==> config.mk <==
export PLATFORM = sky130hd
export DESIGN_NAME = apb_cmd_master
export DESIGN_NICKNAME = d
export VERILOG_FILES = /design/src/rtl/apb_cmd_master.sv
export SDC_FILE = /design/constraint.sdc
export NUM_CORES = 1
export LEC_CHECK = 0
export ABC_AREA = 0
export CORE_ASPECT_RATIO = 0.7
export CORE_MARGIN = 8
export CORE_UTILIZATION = 54
export DETAILED_ROUTE_END_ITERATION = 10
export GPL_ROUTABILITY_DRIVEN = 0
export GPL_TIMING_DRIVEN = 0
export PLACE_DENSITY = 0.91
export REMOVE_ABC_BUFFERS = 1
export SLEW_MARGIN = 20
export SYNTH_ARGS = -nofsm -noshare
export SYNTH_HDL_FRONTEND = slang
export SYNTH_SLANG_ARGS = --single-unit
export TNS_END_PERCENT = 5
==> constraint.sdc <==
create_clock -name clk_i -period 2.7 [get_ports clk_i]
set_input_delay 0.27 -clock clk_i [delete_from_list [all_inputs] [get_ports clk_i]]
set_output_delay 0.27 -clock clk_i [all_outputs]
set_load 0.02 [all_outputs]
==> src/rtl/apb_cmd_master.sv <==
`timescale 1ns/1ps
// apb_cmd_master: queues valid/ready commands in a small FIFO and issues each
// one as an APB SETUP/ACCESS transfer, returning exactly one response per
// command (read data or write completion), with a per-transfer pready timeout.
module apb_cmd_master #(
   parameter int AW             = 6,
   parameter int DW             = 32,
   parameter int FIFO_DEPTH     = 4,
   parameter int TIMEOUT_CYCLES = 255
) (
   input  logic          clk_i,
   input  logic          rst_n_i,
   input  logic          cmd_vld_i,
   output logic          cmd_rdy_o,
   input  logic          cmd_write_i,
   input  logic [AW-1:0] cmd_addr_i,
   input  logic [DW-1:0] cmd_wdata_i,
   output logic          rsp_vld_o,
   input  logic          rsp_rdy_i,
   output logic [DW-1:0] rsp_rdata_o,
   output logic          rsp_write_o,
   output logic          rsp_timeout_o,
   output logic [AW-1:0] apb_paddr_m,
   output logic          apb_pwrite_m,
   output logic          apb_psel_m,
   output logic          apb_penable_m,
   output logic [DW-1:0] apb_pwdata_m,
   input  logic [DW-1:0] apb_prdata_m,
   input  logic          apb_pready_m,
   output logic          busy_o
);

   localparam int          PW       = $clog2(FIFO_DEPTH);
   localparam logic [PW:0] FULL_CNT = (PW+1)'(FIFO_DEPTH);
   localparam logic [15:0] TO_LAST  = 16'(TIMEOUT_CYCLES - 1);

   typedef enum logic [1:0] {
      S_IDLE,
      S_SETUP,
      S_ACCESS,
      S_RESP
   } state_t;

   state_t          state;
   logic [15:0]     tcnt;

   logic            fifo_write [FIFO_DEPTH];
   logic [AW-1:0]   fifo_addr  [FIFO_DEPTH];
   logic [DW-1:0]   fifo_wdata [FIFO_DEPTH];
   logic [PW-1:0]   wr_ptr;
   logic [PW-1:0]   rd_ptr;
   logic [PW:0]     count;

   logic            fifo_empty;
   logic            push;
   logic            pop;

   // Ready depends only on the registered count, so a full FIFO never
   // accepts a push even in a cycle that pops.
   assign cmd_rdy_o  = (count != FULL_CNT);
   assign fifo_empty = (count == '0);
   assign push       = cmd_vld_i && cmd_rdy_o;
   assign pop        = !fifo_empty &&
                       ((state == S_IDLE) || ((state == S_RESP) && rsp_rdy_i));
   assign busy_o     = !fifo_empty || (state != S_IDLE);

   // Command storage; contents need no reset since count gates every read.
   always_ff @(posedge clk_i) begin
      if (push) begin
         fifo_write[wr_ptr] <= cmd_write_i;
         fifo_addr[wr_ptr]  <= cmd_addr_i;
         fifo_wdata[wr_ptr] <= cmd_wdata_i;
      end
   end

   // FIFO pointers and occupancy count.
   always_ff @(posedge clk_i or negedge rst_n_i) begin
      if (!rst_n_i) begin
         wr_ptr <= '0;
         rd_ptr <= '0;
         count  <= '0;
      end else begin
         if (push) wr_ptr <= wr_ptr + PW'(1);
         if (pop)  rd_ptr <= rd_ptr + PW'(1);
         case ({push, pop})
            2'b10:   count <= count + (PW+1)'(1);
            2'b01:   count <= count - (PW+1)'(1);
            default: count <= count;
         endcase
      end
   end

   // Transfer FSM with registered APB and response outputs.
   always_ff @(posedge clk_i or negedge rst_n_i) begin
      if (!rst_n_i) begin
         state         <= S_IDLE;
         tcnt          <= '0;
         apb_paddr_m   <= '0;
         apb_pwrite_m  <= 1'b0;
         apb_psel_m    <= 1'b0;
         apb_penable_m <= 1'b0;
         apb_pwdata_m  <= '0;
         rsp_vld_o     <= 1'b0;
         rsp_rdata_o   <= '0;
         rsp_write_o   <= 1'b0;
         rsp_timeout_o <= 1'b0;
      end else begin
         case (state)
            S_IDLE: begin
               state <= S_IDLE;
            end
            S_SETUP: begin
               apb_penable_m <= 1'b1;
               state         <= S_ACCESS;
            end
            S_ACCESS: begin
               if (apb_pready_m) begin
                  apb_psel_m    <= 1'b0;
                  apb_penable_m <= 1'b0;
                  rsp_vld_o     <= 1'b1;
                  rsp_write_o   <= apb_pwrite_m;
                  rsp_rdata_o   <= apb_pwrite_m ? '0 : apb_prdata_m;
                  rsp_timeout_o <= 1'b0;
                  state         <= S_RESP;
               end else if (tcnt == TO_LAST) begin
                  apb_psel_m    <= 1'b0;
                  apb_penable_m <= 1'b0;
                  rsp_vld_o     <= 1'b1;
                  rsp_write_o   <= apb_pwrite_m;
                  rsp_rdata_o   <= '0;
                  rsp_timeout_o <= 1'b1;
                  state         <= S_RESP;
               end else begin
                  tcnt <= tcnt + 16'd1;
               end
            end
            S_RESP: begin
               if (rsp_rdy_i) begin
                  rsp_vld_o <= 1'b0;
                  state     <= S_IDLE;
               end
            end
            default: state <= S_IDLE;
         endcase

         // A pop starts the next transfer from both IDLE and RESP; placing it
         // after the case lets it override the RESP->IDLE default.
         if (pop) begin
            state         <= S_SETUP;
            tcnt          <= '0;
            apb_psel_m    <= 1'b1;
            apb_penable_m <= 1'b0;
            apb_paddr_m   <= fifo_addr[rd_ptr];
            apb_pwrite_m  <= fifo_write[rd_ptr];
            apb_pwdata_m  <= fifo_write[rd_ptr] ? fifo_wdata[rd_ptr] : '0;
         end
      end
   end

endmodule

==> flow_summary.toml, run 1 <==
[floorplanning]
die-width_um = 178.5
fp-row-count = 41
die_h_um = 129.7
start_util = 0.5525
die_area_mm2 = 0.02315
core-area_mm2 = 0.01806
io_pins = 154

[setup_path]
cp.required_ns = 3.09
cp_max_fo = 23
cp-end-kind = "flop"
arrival_ns = 2.96
startpoint_type = "flop"
critPathKind = "flop to flop"

[routing]
num_vias = 5966
dr.pass1.iters = 4
drt-vias-per-instance = 5.753
wl_met2_um = 11130
postRouteWirelength_um = 22620
wire_per_inst_um = 21.81
dr_wl_met3_um = 1661
drtAntennaViolNets = 0
wl_met1_um = 9368
drc = 0
dr.first_iter.drc_count = 480
highest_layer = "met5"

[timing]
setup_viol = 0
fin_crit_ns = 2.562
timing.fmax_mhz = 390.3
slew_headroom = 0.4013
hold_violations = 0
fin_skew_ns = 0.01554
maxSlewViolCount = 0
layout_setup_ws_ns = 0.1381
timing.final.crit_share = 0.9488
worstMarginPinSlew_ns = 0.8980
fin_tns_setup_ns = 0

[yosys]
synth_xor_area_frac = 0.007024
synth_seq_cells = 257
syn_area_per_cell_um2 = 16.01
netlist_instances = 623
ys_seq_area_frac = 0.7229
synth_compound_area_frac = 0.05155
synth_cell_type_count = 47
muxShareOfSynthArea = 0.09143
synth_top_family_by_area = "multiplexers"
synthSimpleGateAreaFrac = 0.09118
synth_area_mm2 = 0.009976
yosysWarningCount = 0
synth_adder_area_share = 0.01580

[min_path]
holdCritPathClass = "primary input to async pin"

[power_and_ir_drop]
power.density_mw_per_mm2 = 1150
p_seq_frac = 0.398
peakVddDrop_mv = 0.7832
p_leak_nw = 4.923
intPower_mw = 9.791
p_switching_mw = 4.890
combPwrFrac = 0.367
clock_power_share = 0.235
p_sw_frac = 0.3331

[clocking]
path_clk_slew_ns = 0.07
cts_made_buffers = 24
clock_latency_ns = 0.52
cts-root-buf = "clkbuf_16"
clock_path_buffers = 3
cts_tree = "yes"
cts.sinks = 257
h-tree-depth = 1

[grt]
grt_max_degree = 73
grt_pass1_wl_um = 34930
antenna_found_initial = 1
grt_overflow = 0
grt_util_all_layers = 0.1923
grt_pass1_vias = 6250

[cells_and_area]
syn_to_final_growth_pct = 27.97
final_nets = 871
n_antenna_cell = 0
final_layout_size_suffix_gt1_frac = 0.1386

[job]
drv.max_cap_violation_count = 0

[placement]
io_buffers = 153
pre_cts_slack_ns = -0.7172
hpwl_um = 14350

[status]
run_status = "finished, final reports clean"
## critical path, cell delays in order, from the launching register on
cell and delay [ns]:
dfrtp_1 0.42, inv_1 0.08, ha_1 0.14, nor3b_1 0.23, and4_1 0.82, o21ai_2 0.44
a22o_1 0.29
## Yosys cell counts, drive strengths merged
cell type	n	area, µm²
edfxtp	156	4684
dfrtp	101	2527
nand2	99	371.6
mux4	39	878.3
nand3	39	195.2
a22o	32	280.3
buf	24	121.4
a21oi	13	65.06
inv	12	45.04
ha	11	137.6
o21ai	11	58.81
or3	10	62.56
clkbuf	9	33.78
nor2	9	33.78
and3	6	37.54
xnor2	6	52.55
nand3b	5	37.54
nand4	4	40.04
o311ai	4	35.04
mux2	3	33.78
or4	3	22.52
a21o	2	15.01
and4	2	17.52
nand2b	2	12.51
nor3	2	10.01
nor4	2	12.51
o41ai	2	17.52
xor2	2	17.52
a211o	1	8.760
a31o	1	8.760
and2	1	6.260
and3b	1	8.760
and4b	1	11.26
fa	1	20.02
nor2b	1	6.260
nor3b	1	7.510
nor4bb	1	10.01
o211a	1	10.01
o211ai	1	7.510
o31ai	1	7.510
or2	1	6.260
## routing by layer
| layer | up-vias | GRT usage |
|---|---|---|
| li1 | 2686 | - |
| met1 | 3029 | 0.2559 |
| met2 | 212 | 0.3214 |
| met3 | 37 | 0.04185 |
| met4 | 2 | 0.04702 |
| met5 | - | 0 |
## power groups by stage
stage / clock [mW] / combinational, mW / sequential (mW)
final: 3.46 / 5.39 / 5.84
after global routing: 3.65 / 5.80 / 5.95
after CTS: 3.51 / 5.41 / 5.84
after detailed placement: 0 / 5.26 / 5.90
after global placement: 0 / 4.70 / 6.10
after floorplan: 0 / 2.28 / 6.54
## area by class of cell
type,count,area [µm²]
clock buffers,33,674.4
clock inverters,11,145.1
fillers,1146,5291
inverters,12,57.56
multi-input cells,323,2629
flip-flops and latches,257,7217
well taps,236,295.3
repair buffers,165,1748
## registers in the layout, indices dropped and copies added (netlist names)
register	count
apb_psel_m	1
rsp_timeout_o	1
apb_paddr_m	6
apb_pwrite_m	1
apb_penable_m	1
apb_pwdata_m	32
rsp_vld_o	1
fifo_addr	24
wr_ptr	2
fifo_write	4
rsp_write_o	1
tcnt	16
fifo_wdata	128
rd_ptr	2
state	2
count	3
rsp_rdata_o	32
## layout by cell type (no fill, tap or decap), types with 2 or more instances in the layout
cell type        count
bufinv_16            3
xor2_1               2
a21oi_1             13
edfxtp_1           156
buf_16               3
or3_1                9
clkinv_2             4
clkdlybuf4s50_1    152
buf_12               5
ha_1                10
mux4_2              39
nand2_1             98
nand2b_1             2
dfrtp_1             99
and3_2               4
xnor2_1              6
nand3b_1             5
clkbuf_16           24
clkinvlp_4           2
o311ai_0             3
nor3_1               2
and4_1               2
or4_1                3
inv_1               11
and3_1               2
o41ai_1              2
clkbuf_8             4
nor2_1               8
buf_4                3
clkbuf_1             5
o21ai_0             10
mux2_2               3
nand3_1             39
nand4_1              3
a22o_1              32
nor4_1               2
## stage by stage
| stage | util | power, mW | instances | cell area, µm² | hold slack, ns |
|---|---|---|---|---|---|
| after floorplan | - | 8.815 | 590 | 9821 | -0.02559 |
| after global placement | 0.6450 | 10.80 | 979 | 11650 | 0.4595 |
| after detailed placement | 0.6569 | 11.17 | 987 | 11860 | 0.1619 |
| after CTS | 0.7051 | 14.76 | 1033 | 12730 | 0.1972 |
| after global routing | 0.7070 | 15.40 | 1037 | 12770 | 0.2255 |
| final | 0.7070 | 14.68 | 1037 | 12770 | 0.1964 |
## worst paths after layout
| path | start | endpoint | slack, ns | cells after the start |
|---|---|---|---|---|
| hold / removal | rst_n_i | rsp_rdata_o[19]$_DFFE_PN0P_ | 0.20 | 2 |
| max in group asynchronous | rst_n_i | rd_ptr[0]$_DFFE_PN0N_ | 1.81 | 3 |
| hold reg to reg | apb_pwdata_m[22]$_DFFE_PN0N_ | apb_pwdata_m[22]$_DFFE_PN0N_ | 0.48 | 2 |
| setup reg to reg | tcnt[0]$_DFFE_PN0P_ | rsp_rdata_o[7]$_DFFE_PN0P_ | 0.14 | 6 |
| setup / recovery | tcnt[0]$_DFFE_PN0P_ | rsp_rdata_o[7]$_DFFE_PN0P_ | 0.14 | 6 |
| min in group clk_i | apb_prdata_m[8] | rsp_rdata_o[8]$_DFFE_PN0P_ | 0.36 | 2 |
## kinds of logic after synthesis
kind of cell / count (synthesis)
compound gates: 69
xor+xnor: 8
fa+ha+maj: 12
buf+inv: 45
flops: 257
mux: 42
simple gates: 190
## repair_timing
item / in CTS / in global routing
pin swaps: 1 / 2
endpoints found under the hold margin: 40 / 0
hold buffers: 1 / 0
resized for setup: 7 / 1
cloned: 1 / 1
setup endpoints to repair: 5 / 3
buffers inserted: 0 / 3
(Power assumes the default switching activity.)
==> run 2, diff against run 1 <==
- CORE_UTILIZATION: 54 -> 42
- CTS_CLUSTER_SIZE: default -> 16
- PLACE_DENSITY: 0.91 -> 0.76
==> run 2 against run 1 <==
Effect of this change: clock skew is essentially flat; register-to-register slack got worse by 0.07 ns; sequential share of layout area down 0.38 points; combinational power shrank 1%; die area is 25% higher; final cell count increased by 7.8%; maximum frequency fell by 2.7%; flip-flop and latch count stayed put; critical endpoint is now count[1]$_DFFE_PN0P_; largest power group unchanged.
==> flow_summary.toml, run 2 (synthesis gave the netlist of run 1 again) <==
[status]
run_status = "finished, final reports clean"

[grt]
grt_util_all_layers = 0.1555
grt_pass1_wl_um = 36660
grt_max_degree = 67
grt_pass1_vias = 6295
grt_overflow = 0
antenna_found_initial = 0

[setup_path]
cpMostUsedCell = "ha_1"
cp.required_ns = 3.09
cp-end-kind = "flop"
startpoint_type = "flop"
crit_chain = "inv_1 -> ha_1 -> a21o_2 -> nand2_8 -> inv_12 -> ha_1 -> fa_1 -> mux2_2"
slowest_delay_ns = 0.42
cpMaxStageDelayCell = "dfrtp_1"
cp_max_fo = 60
critPathKind = "flop to flop"
arrival_ns = 3.02

[timing]
maxSlewViolCount = 0
worstMarginPinSlew_ns = 0.8712
setup_viol = 0
timing.fmax_mhz = 379.9
layout_setup_ws_ns = 0.06761
fin_crit_ns = 2.632
fin_skew_ns = 0.01589
hold_violations = 0
timing.final.crit_share = 0.9750
slew_headroom = 0.4192
fin_tns_setup_ns = 0

[clocking]
clock_latency_ns = 0.52
cts.sinks = 257
h-tree-depth = 1
path_clk_slew_ns = 0.06
cts-root-buf = "clkbuf_16"
cts_tree = "yes"
post_cts_buffers = 0
clock_path_buffers = 3
cts_made_buffers = 25

[cells_and_area]
final_nets = 869
mostFrequentLayoutCells = "edfxtp_1 (156), clkdlybuf4s50_1 (152), dfrtp_1 (99), nand2_1 (98)"
largest_reg_flops = 128
reg_top3 = "fifo_wdata (128), apb_pwdata_m (32), rsp_rdata_o (32)"
largest_register = "fifo_wdata"
final_layout_size_suffix_gt1_frac = 0.1325
design_area_mm2 = 0.01285
syn_to_final_growth_pct = 28.83
n_antenna_cell = 0
stdcell_count = 1118
final_common_cell = "edfxtp_1"

[routing]
postRouteWirelength_um = 23450
drtAntennaViolNets = 0
wire_per_inst_um = 20.98
dr.pass1.iters = 5
drc = 0
num_vias = 5902
dr.first_iter.drc_count = 331
drt-vias-per-instance = 5.279

[floorplanning]
core-area_mm2 = 0.02346
die_area_mm2 = 0.02902
die-width_um = 200.2
io_pins = 154
die_h_um = 144.9
fp-row-count = 47
start_util = 0.4252

[placement]
io_buffers = 153
dp.cells = 1069
hpwl_um = 14520
placed_cell_area_mm2 = 0.01197
pre_cts_slack_ns = -0.5772

[power_and_ir_drop]
peakVddDrop_mv = 0.7294
p_leak_nw = 4.920
power.density_mw_per_mm2 = 1144

[job]
drv.max_cap_violation_count = 0

[min_path]
holdCritPathClass = "primary input to async pin"
==> run 2: cell count changes in the layout (fill, tap and decap cells not counted), moves of 2 or more <==
cell | previous run | this run
clkbuf_8 | 4 | 2
clkinv_1 | 1 | 4
buf_4 | 3 | 0
clkinv_4 | 0 | 2
==> run 2: timing repair <==
| action | in CTS | in global routing |
|---|---|---|
| hold buffers | 1 | 0 |
| pin swaps | 0 | 1 |
| setup endpoints to repair | 2 | 2 |
| resized for setup | 4 | 2 |
| endpoints found under the hold margin | 35 | 0 |
| gates cloned | 0 | 2 |
==> run 2: critical path, delay by kind of cell (launching register included) <==
kind                       cells  cell delay [ns]
AOI/OAI and AO/OA              1             0.30
muxes                          1             0.27
buffers and inverters          2             0.40
adders and majority gates      3             0.87
DFF                            1             0.42
and+or+nand+nor                1             0.19
==> run 2: through the flow <==
stage / hold slack, ns / utilization / power [mW]
4_1_cts: 0.2339 / 0.5465 / 14.75
3_5_place_dp: 0.2140 / 0.5101 / 11.18
5_1_grt: 0.2612 / 0.5478 / 15.49
2_1_floorplan: -0.02559 / - / 8.815
3_3_place_gp: 0.4589 / 0.5008 / 10.96
6_report: 0.2384 / 0.5478 / 14.70
==> run 2: cell type report <==
cell class	instances	area (µm²)
repair buffers	162	1725
clock buffers	32	671.9
inverters	12	57.56
well taps	318	397.9
multi-input cells	323	2629
clock inverters	14	153.9
fillers	1858	10610
flip-flops and latches	257	7217
==> run 2: routing by layer <==
metal  GRT usage  part of all wire  vias up
met5           0                 0        -
met4     0.03142             0.016        0
met3     0.03959             0.063       31
met2      0.2536              0.47      170
met1      0.2093              0.45     3022
li1            -                 -     2679
==> run 2: report_power, final <==
part           switching [mW]  internal (mW)  total, mW
sequential              0.571           5.30       5.87
clock                    1.45           2.05       3.51
combinational            2.95           2.38       5.33
total                    4.97           9.73       14.7
==> run 2: worst paths after layout <==
kind	startpoint	end	slack [ns]	depth (start not counted)
max	state[1]$_DFFE_PN0P_	count[1]$_DFFE_PN0P_	0.07	8
min	rst_n_i	apb_paddr_m[5]$_DFFE_PN0N_	0.24	2
max reg2reg	state[1]$_DFFE_PN0P_	count[1]$_DFFE_PN0P_	0.07	8
min reg2reg	apb_paddr_m[1]$_DFFE_PN0N_	apb_paddr_m[1]$_DFFE_PN0N_	0.47	2
max in group asynchronous	rst_n_i	apb_pwdata_m[7]$_DFFE_PN0N_	1.79	3
min in group clk_i	apb_prdata_m[9]	rsp_rdata_o[9]$_DFFE_PN0P_	0.36	2
==> run 3, diff against run 2 <==
- MAX_ROUTING_LAYER: default -> met4
==> run 3 against run 2 <==
Effect of this change: flip-flop and latch count did not move; routed wire length fell by 0.17%; first-iteration DRC count rose by 8.2%; non-clock buffer count did not move; critical endpoint unchanged; largest power group unchanged.
==> flow_summary.toml, run 3 (synthesis gave the netlist of run 1 again) <==
[status]
run_status = "finished, final reports clean"

[setup_path]
reg2reg_from = "state[1]$_DFFE_PN0P_"
startpoint_type = "flop"
cp_max_fo = 60
critPathKind = "flop to flop"
arrival_ns = 3.02
cp.required_ns = 3.09
cp-end-kind = "flop"
crit_chain = "inv_1 -> ha_1 -> a21o_2 -> nand2_8 -> inv_12 -> ha_1 -> fa_1 -> mux2_2"
cpMostUsedCell = "ha_1"
cpMaxStageDelayCell = "dfrtp_1"
slowest_delay_ns = 0.42
r2r_end = "count[1]$_DFFE_PN0P_"
reg2regPathDepth = 8
reg2reg_slack_ns = 0.08

[timing]
setup_viol = 0
slew_headroom = 0.4201
worstMarginPinSlew_ns = 0.8698
fin_crit_ns = 2.625
timing.fmax_mhz = 381.0
fin_skew_ns = 0.01388
maxSlewViolCount = 0
timing.final.crit_share = 0.9722
fin_tns_setup_ns = 0
hold_violations = 0

[clocking]
cts.sinks = 257
cts_made_buffers = 25
cts_tree = "yes"
path_clk_slew_ns = 0.06
h-tree-depth = 1
cts-root-buf = "clkbuf_16"
clock_latency_ns = 0.52
post_cts_buffers = 0
clock_path_buffers = 3

[cells_and_area]
syn_to_final_growth_pct = 28.83
fin_util = 0.5478
largest_reg_flops = 128
final_common_cell = "edfxtp_1"
largest_register = "fifo_wdata"
final_nets = 869
n_antenna_cell = 0
design_area_mm2 = 0.01285
final_layout_size_suffix_gt1_frac = 0.1325
reg_top3 = "fifo_wdata (128), apb_pwdata_m (32), rsp_rdata_o (32)"
mostFrequentLayoutCells = "edfxtp_1 (156), clkdlybuf4s50_1 (152), dfrtp_1 (99), nand2_1 (98)"
n_fill_cell = 1858

[power_and_ir_drop]
p_leak_nw = 4.920
peakVddDrop_mv = 0.7250
power.density_mw_per_mm2 = 1144

[floorplanning]
io_pins = 154
start_util = 0.4252
die_h_um = 144.9
die_area_mm2 = 0.02902
fp-row-count = 47
core-area_mm2 = 0.02346
die-width_um = 200.2

[routing]
drc = 0
postRouteWirelength_um = 23410
num_vias = 5908
wire_per_inst_um = 20.94
drt-vias-per-instance = 5.284
dr.pass1.iters = 4
dr.first_iter.drc_count = 358
drtAntennaViolNets = 0

[placement]
hpwl_um = 14520
placed_cell_area_mm2 = 0.01197
io_buffers = 153

[grt]
grt_max_degree = 67
grt_pass1_wl_um = 36650
grt_overflow = 0
grt_pass1_vias = 6303
antenna_found_initial = 0
grt_util_all_layers = 0.1600

[min_path]
holdCritPathClass = "primary input to async pin"

[job]
drv.max_cap_violation_count = 0
run 3: area by class of cell:
class / count / area [µm²] / share of cell area
flip-flops and latches: 257 / 7217 / 0.5615
multi-input cells: 323 / 2629 / 0.2045
repair buffers: 162 / 1725 / 0.1342
clock buffers: 32 / 671.9 / 0.05228
well taps: 318 / 397.9 / 0.03096
clock inverters: 14 / 153.9 / 0.01197
inverters: 12 / 57.56 / 0.004478
run 3: per-layer routing:
metal | global-route usage | wire length (µm) | up-vias
met5 | - | 0 | -
met4 | 0.03142 | 434 | 0
met3 | 0.03714 | 1359 | 37
met2 | 0.2532 | 11090 | 166
met1 | 0.2109 | 10530 | 3020
li1 | - | - | 2685
run 3: how the worst max path moves through the flow:
| stage | from | slack, ns | end |
|---|---|---|---|
| after detailed placement | rsp_rdy_i | -0.58 | count[1]$_DFFE_PN0P_ |
| final | state[1]$_DFFE_PN0P_ | 0.08 | count[1]$_DFFE_PN0P_ |
| after floorplan | state[0]$_DFFE_PN0P_ | -1.04 | count[2]$_DFFE_PN0P_ |
| after global routing | state[0]$_DFFE_PN0P_ | -0.008 | count[1]$_DFFE_PN0P_ |
| after global placement | rsp_rdy_i | -3.27 | count[2]$_DFFE_PN0P_ |
| after CTS | state[1]$_DFFE_PN0P_ | 0.009 | count[1]$_DFFE_PN0P_ |
run 3: where the power goes:
part | internal (mW) | switching, mW | leakage [nW] | total, mW
combinational | 2.38 | 2.95 | 1.79 | 5.33
sequential | 5.30 | 0.572 | 2.73 | 5.87
clock | 2.05 | 1.46 | 0.402 | 3.51
run 3: critical path, delay by kind of cell (launching register included):
kind                     cells  cell delay, ns
multiplexers                 1            0.27
adder cells (fa/ha/maj)      3            0.87
AND/OR/NAND/NOR              1            0.20
buffers and inverters        2            0.40
flip-flops                   1            0.42
AO/OA/AOI/OAI                1            0.29
run 3: per-stage QoR:
stage	hold slack, ns	worst slack [ns]	instances	power (mW)
finish	0.2378	0.07509	1118	14.70
global route	0.2612	-0.007983	1118	15.48
CTS	0.2339	0.008879	1116	14.75
detailed placement	0.2140	-0.5772	1069	11.18
global placement	0.4589	-3.273	1061	10.96
floorplan	-0.02559	-1.039	590	8.815
run 3: what timing repair did:
item | 4_1_cts | 5_1_grt
gates cloned | 0 | 2
pin swaps | 0 | 1
resized for setup | 4 | 2
endpoints found under the setup margin | 2 | 2
hold buffers | 1 | 0
hold endpoints to repair | 35 | 0
